[src/rtl/ccd_pkg.sv]
// Shared types and widths for the CCD pixel capture slice.
package ccd_pkg;

  localparam int LINE_CNT_W = 16;
  localparam int DELAY_W    = 8;

  typedef enum logic [1:0] {
    IDLE    = 2'd0,
    WAIT_R  = 2'd1,
    DELAY   = 2'd2,
    CONVERT = 2'd3
  } cap_state_t;

endpackage

[src/rtl/ccd_pix_fifo.sv]
// Synchronous first-word-fall-through FIFO for captured pixel words.
module ccd_pix_fifo #(
  parameter int WIDTH = 14,
  parameter int DEPTH = 16
) (
  input  logic             clk,
  input  logic             rst,
  input  logic             wr_en,
  input  logic [WIDTH-1:0] wr_data,
  input  logic             rd_en,
  output logic [WIDTH-1:0] rd_data,
  output logic             full,
  output logic             empty
);

  localparam int AW = (DEPTH > 1) ? $clog2(DEPTH) : 1;
  localparam logic [AW:0] FULL_CNT = (AW + 1)'(DEPTH);

  logic [WIDTH-1:0] mem [DEPTH];
  logic [AW-1:0]    wr_ptr;
  logic [AW-1:0]    rd_ptr;
  logic [AW:0]      count;
  logic             do_wr;
  logic             do_rd;

  always_comb begin
    empty   = (count == '0);
    full    = (count == FULL_CNT);
    // Head is forced to zero while empty so the stream reads 0 after reset.
    rd_data = empty ? '0 : mem[rd_ptr];
  end

  // A simultaneous pop frees the slot, so a push into a full FIFO succeeds.
  always_comb begin
    do_rd = rd_en && !empty;
    do_wr = wr_en && (!full || do_rd);
  end

  always_ff @(posedge clk) begin
    if (do_wr) begin
      mem[wr_ptr] <= wr_data;
    end
  end

  always_ff @(posedge clk) begin
    if (rst) begin
      wr_ptr <= '0;
      rd_ptr <= '0;
      count  <= '0;
    end else begin
      if (do_wr) begin
        wr_ptr <= wr_ptr + 1'b1;
      end
      if (do_rd) begin
        rd_ptr <= rd_ptr + 1'b1;
      end
      case ({do_wr, do_rd})
        2'b10:   count <= count + 1'b1;
        2'b01:   count <= count - 1'b1;
        default: ;
      endcase
    end
  end

endmodule

[src/rtl/ccd_pixel_capture.sv]
// CCD readout: phi_r-timed ADC conversion, dummy discard, buffered pixel stream.
module ccd_pixel_capture
  import ccd_pkg::*;
#(
  parameter int N_PIXELS     = 2048,
  parameter int DUMMY_PIXELS = 32,
  parameter int SAMPLE_DELAY = 8,
  parameter int ADC_WIDTH    = 12,
  parameter int FIFO_DEPTH   = 16
) (
  input  logic                  clk,
  input  logic                  rst,
  input  logic                  phi_p,
  input  logic                  phi_r,
  output logic                  adc_start,
  input  logic [ADC_WIDTH-1:0]  adc_data,
  input  logic                  adc_valid,
  output logic [ADC_WIDTH-1:0]  pix_data,
  output logic                  pix_sol,
  output logic                  pix_eol,
  output logic                  pix_valid,
  input  logic                  pix_ready,
  output logic [LINE_CNT_W-1:0] line_count,
  output logic                  err_overflow,
  output logic                  err_line
);

  localparam int TOTAL = DUMMY_PIXELS + N_PIXELS;
  localparam int IDX_W = $clog2(TOTAL + 1);

  localparam logic [IDX_W-1:0]   IDX_FIRST  = IDX_W'(DUMMY_PIXELS);
  localparam logic [IDX_W-1:0]   IDX_LAST   = IDX_W'(TOTAL - 1);
  localparam logic [IDX_W-1:0]   IDX_END    = IDX_W'(TOTAL);
  localparam logic [DELAY_W-1:0] DELAY_LOAD = DELAY_W'(SAMPLE_DELAY);

  typedef struct packed {
    logic                 eol;
    logic                 sol;
    logic [ADC_WIDTH-1:0] data;
  } pix_word_t;

  logic phi_p_s1, phi_p_s2, phi_p_d;
  logic phi_r_s1, phi_r_s2, phi_r_d;
  logic p_rise, r_fall;

  cap_state_t         state;
  logic [DELAY_W-1:0] dly_cnt;
  logic [IDX_W-1:0]   pix_idx;
  logic [IDX_W-1:0]   idx_next;
  logic               push_en;
  pix_word_t          push_word;
  pix_word_t          head;
  logic               fifo_full;
  logic               fifo_empty;
  logic               pop;

  always_ff @(posedge clk) begin
    if (rst) begin
      phi_p_s1 <= 1'b0;
      phi_p_s2 <= 1'b0;
      phi_p_d  <= 1'b0;
      phi_r_s1 <= 1'b0;
      phi_r_s2 <= 1'b0;
      phi_r_d  <= 1'b0;
    end else begin
      phi_p_s1 <= phi_p;
      phi_p_s2 <= phi_p_s1;
      phi_p_d  <= phi_p_s2;
      phi_r_s1 <= phi_r;
      phi_r_s2 <= phi_r_s1;
      phi_r_d  <= phi_r_s2;
    end
  end

  always_comb begin
    p_rise   = phi_p_s2 && !phi_p_d;
    r_fall   = !phi_r_s2 && phi_r_d;
    idx_next = pix_idx + 1'b1;
  end

  // phi_p restarts the line from any state; a phi_r fall while a conversion
  // is outstanding skips that pixel and re-arms the sample delay.
  always_ff @(posedge clk) begin
    if (rst) begin
      state      <= IDLE;
      dly_cnt    <= '0;
      pix_idx    <= '0;
      line_count <= '0;
      adc_start  <= 1'b0;
      push_en    <= 1'b0;
      push_word  <= '0;
      err_line   <= 1'b0;
    end else begin
      adc_start <= 1'b0;
      push_en   <= 1'b0;
      if (p_rise) begin
        if (state != IDLE) begin
          err_line <= 1'b1;
        end
        pix_idx    <= '0;
        line_count <= line_count + 1'b1;
        state      <= WAIT_R;
      end else begin
        case (state)
          IDLE: ;
          WAIT_R: begin
            if (r_fall) begin
              dly_cnt <= DELAY_LOAD;
              state   <= DELAY;
            end
          end
          DELAY: begin
            if (r_fall) begin
              err_line <= 1'b1;
              pix_idx  <= idx_next;
              if (idx_next == IDX_END) begin
                state <= IDLE;
              end else begin
                dly_cnt <= DELAY_LOAD;
                state   <= DELAY;
              end
            end else if (dly_cnt < DELAY_W'(2)) begin
              dly_cnt   <= '0;
              adc_start <= 1'b1;
              state     <= CONVERT;
            end else begin
              dly_cnt <= dly_cnt - 1'b1;
            end
          end
          CONVERT: begin
            if (r_fall) begin
              err_line <= 1'b1;
              pix_idx  <= idx_next;
              if (idx_next == IDX_END) begin
                state <= IDLE;
              end else begin
                dly_cnt <= DELAY_LOAD;
                state   <= DELAY;
              end
            end else if (adc_valid) begin
              if (pix_idx >= IDX_FIRST) begin
                push_en        <= 1'b1;
                push_word.eol  <= (pix_idx == IDX_LAST);
                push_word.sol  <= (pix_idx == IDX_FIRST);
                push_word.data <= adc_data;
              end
              pix_idx <= idx_next;
              state   <= (idx_next == IDX_END) ? IDLE : WAIT_R;
            end
          end
          default: state <= IDLE;
        endcase
      end
    end
  end

  always_ff @(posedge clk) begin
    if (rst) begin
      err_overflow <= 1'b0;
    end else if (push_en && fifo_full && !pop) begin
      err_overflow <= 1'b1;
    end
  end

  always_comb begin
    pix_valid = !fifo_empty;
    pop       = pix_valid && pix_ready;
    pix_data  = head.data;
    pix_sol   = head.sol;
    pix_eol   = head.eol;
  end

  ccd_pix_fifo #(
    .WIDTH ($bits(pix_word_t)),
    .DEPTH (FIFO_DEPTH)
  ) u_fifo (
    .clk     (clk),
    .rst     (rst),
    .wr_en   (push_en),
    .wr_data (push_word),
    .rd_en   (pop),
    .rd_data (head),
    .full    (fifo_full),
    .empty   (fifo_empty)
  );

endmodule
[config.mk]
export PLATFORM = sky130hd
export DESIGN_NAME = ccd_pixel_capture
export DESIGN_NICKNAME = d
export VERILOG_FILES = /design/src/rtl/ccd_pkg.sv /design/src/rtl/ccd_pix_fifo.sv /design/src/rtl/ccd_pixel_capture.sv
export SDC_FILE = /design/constraint.sdc
export NUM_CORES = 1
export LEC_CHECK = 0
export ABC_AREA = 1
export BUFFER_PORTS_ARGS = -buffer_cell sky130_fd_sc_hd__buf_2
export CAP_MARGIN = 20
export CORE_ASPECT_RATIO = 1.1
export CORE_MARGIN = 4
export CORE_UTILIZATION = 60
export DETAILED_ROUTE_END_ITERATION = 8
export GPL_TIMING_DRIVEN = 0
export PLACE_DENSITY_LB_ADDON = 0.25
export SLEW_MARGIN = 0
export SYNTH_ARGS = -nofsm -noshare
export SYNTH_HDL_FRONTEND = slang
export SYNTH_HIERARCHICAL = 1
export SYNTH_SLANG_ARGS = --single-unit
[constraint.sdc]
create_clock -name clk -period 5.8 [get_ports clk]
set_clock_uncertainty 0.05 [all_clocks]
set_input_delay 1.16 -clock clk [delete_from_list [all_inputs] [get_ports clk]]
set_output_delay 1.16 -clock clk [all_outputs]
set_load 0.1 [all_outputs]
==> key figures <==
Synthesis
  • Yosys warnings: 6
  • Count of cell types in the netlist: 43
  • Post-synthesis sequential area ratio: 0.640
  • Top cells by area, synth: edfxtp_1, dfxtp_1, nand2_1, nand3_1, nor2_1
  • Most frequent cell after synthesis: nand2_1
  • Syn nets: 1325
  • Dominant synthesized flop cell: edfxtp_1
  • Post-Syn Instances: 1289
  • Flops & latches, synth: 303
  • Post-synth EDFFs: 224
  • Cell Area, Synth: 13000 um^2
  • Yosys top cell by area: edfxtp_1
  • Avg Cell Area, Syn: 10.1 um^2
  • Synth async-reset ratio: 0
  • Post-synth top cells: nand2_1, edfxtp_1, nand3_1
  • Area share of the leading cell type in the synthesized netlist: 0.518

STA
  • Slew Limit Fails: 0
  • Fmax: 241 MHz
  • RSZ-0062 raised after global routing: false
  • Accumulated negative setup slack: 0 ns
  • Final hold violation count: 0
  • Period minus WS final: 4.15 ns
  • Slew HR: 0.365
  • Final Setup Violations: 0
  • Worst-Margin Slew: 0.951 ns
  • Worst hold margin: 0.366 ns
  • Final period utilization: 0.716

Worst setup path
  • Worst Path Required: 4.59 ns
  • Maximum fanout along the worst path: 10
  • Critical path class: reg2out
  • Critical Path Start Type: register
  • Worst R2R Setup Slack: 2.22 ns
  • Kind of end point of the critical path: output pin
  • Worst EP arrival: 2.94 ns

Placement
  • Post-DP Area: 13700 um^2
  • Port Buffers: 51
  • Cell count after placement: 1643
  • Global placement routability congestion: 0.976
  • DP HPWL: 21900 um

Status
  • Status: finished, final reports clean

Route
  • Total wire length: 32600 um
  • TritonRoute pass-1 iters: 7
  • Routed Antenna Nets: 0
  • Via density: 5.69
  • Routed length per placed instance: 19.2 um
  • Via Count: 9675
  • Initial drt markers: 895
  • DRC violations left: 0

Die
  • Width of the die: 148 um
  • Core Area: 21300 um^2
  • DIE HEIGHT: 162 um
  • Number of cell rows: 56
  • Initial core utilization: 0.610
  • Die footprint: 24100 um^2
  • I/O pin count: 52

Layout
  • Final Core Density: 0.690
  • Cell area after layout: 14700 um^2
  • Final net count: 1421
  • Number of diodes: 0
  • Synthesis-to-finish area growth: 13.1%
  • Fillers: 1624
  • Layout Cells excl Fill: 1699
  • Share of cells above drive strength 1: 0.131

Power and ir drop
  • Lkg Pwr: 5.77 nW
  • Max VDD drop: 271 uV
  • Pwr dens: 327 nW/um^2

Global route
  • First-pass GRT wire length: 49600 um
  • Grt total ovfl: 0
  • GR Util All Layers: 0.267
  • Vias in the first global route: 9156
  • Largest net degree at the start of global routing: 18
  • Initial antenna violation count: 0

Clock tree
  • CTS H-tree depth: 1
  • CTS Buf Count: 30
  • Post-CTS Setup Inserts: 0
  • CTS resizes: 0
  • Max clock buf depth: 3
  • CTS tree: done
  • Clk sink count: 303
  • Root buf cell: clkbuf_16
  • Reg clk slew, reported paths: 0.06 ns
  • Hold_buf cts: 0
  • Clk Latency, worst-skew pair: 0.55 ns

Job
  • Max cap viols: 0

Hold path
  • Hold Path Class: reg2reg
[per-layer routing]
metal  vias to the layer above  global-route usage  part of all wire
li1                       4582                   -                 -
met1                      4549               0.338              0.38
met2                       453               0.459              0.49
met3                        91              0.0427             0.086
met4                         0               0.114             0.046
met5                         -                   0                 0
[cell type report]
cell class	count	area [um^2]	share of cell area
buffer	55	265	0.0181
clock buffer	49	905	0.0616
tap	290	363	0.0247
sequential	303	8310	0.566
inverter	82	310	0.0211
timing repair buffer	64	387	0.0263
multi-input combinational	849	4110	0.280
clock inverter	7	40.0	0.00273
[worst max-delay path, cell delays in order, from the launching register on]
cell and delay, ns:
dfxtp_1 0.49, clkinv_1 0.29, clkbuf_1 0.33, a21oi_1 0.24, o31ai_1 0.16, a21oi_1 0.37
buf_2 0.51
[state kept, by name (all words and copies together) (netlist names), 2 cells and up, named ones only]
| signal | cells |
|---|---|
| dly_cnt | 8 |
| push_word | 14 |
| u_fifo/rd_ptr | 4 |
| u_fifo/count | 5 |
| pix_idx | 12 |
| line_count | 16 |
| u_fifo/mem | 224 |
| u_fifo/wr_ptr | 4 |
| state | 2 |
[path summary, 6_finish.rpt]
kind / startpoint / to / depth (start not counted)
hold / removal: phi_p_s1 / phi_p_s2 / 2
hold reg to reg: phi_p_s1 / phi_p_s2 / 2
setup / recovery: register / pix_eol / 6
setup reg to reg: u_fifo/count[0] / u_fifo/mem[11][6] / 10
[through the flow]
stage	total power [mW]	setup WS (ns)
finish	4.80	1.65
global route	4.98	1.54
CTS	4.82	1.69
detailed placement	3.01	2.28
global placement	2.99	2.03
floorplan	2.88	2.10
[cells in the final DEF (no fill, tap or decap), types with 5 or more instances in the layout]
cell       count
a211oi_1       5
a21oi_1       79
buf_2         71
buf_4         13
buf_6          9
clkbuf_1      38
clkbuf_16     32
dfxtp_1       79
edfxtp_1     224
ha_1          17
inv_1         76
nand2_1      329
nand2_2       14
nand3_1      137
nand4_1        6
nor2_1       125
nor2_2         9
nor2_4         6
nor3_1        10
o21ai_0       54
o31ai_1       14
xor2_1         9
[cell families after synthesis]
group,after synthesis,synth area share
and+or+nand+nor,654,0.220
adders and majority gates,18,0.0179
xor gates and xnor gates,12,0.00809
buffers and inverters,137,0.0443
DFF,303,0.640
AOI/OAI and AO/OA,165,0.0701
[report_power, final]
part / total, mW / internal [mW] / leakage (nW) / switching (mW)
Clock: 1.83 / 1.06 / 0.460 / 0.773
Combinational: 0.510 / 0.146 / 2.62 / 0.364
Sequential: 2.46 / 2.37 / 2.69 / 0.0823
Power figures use the tool's default switching activity.
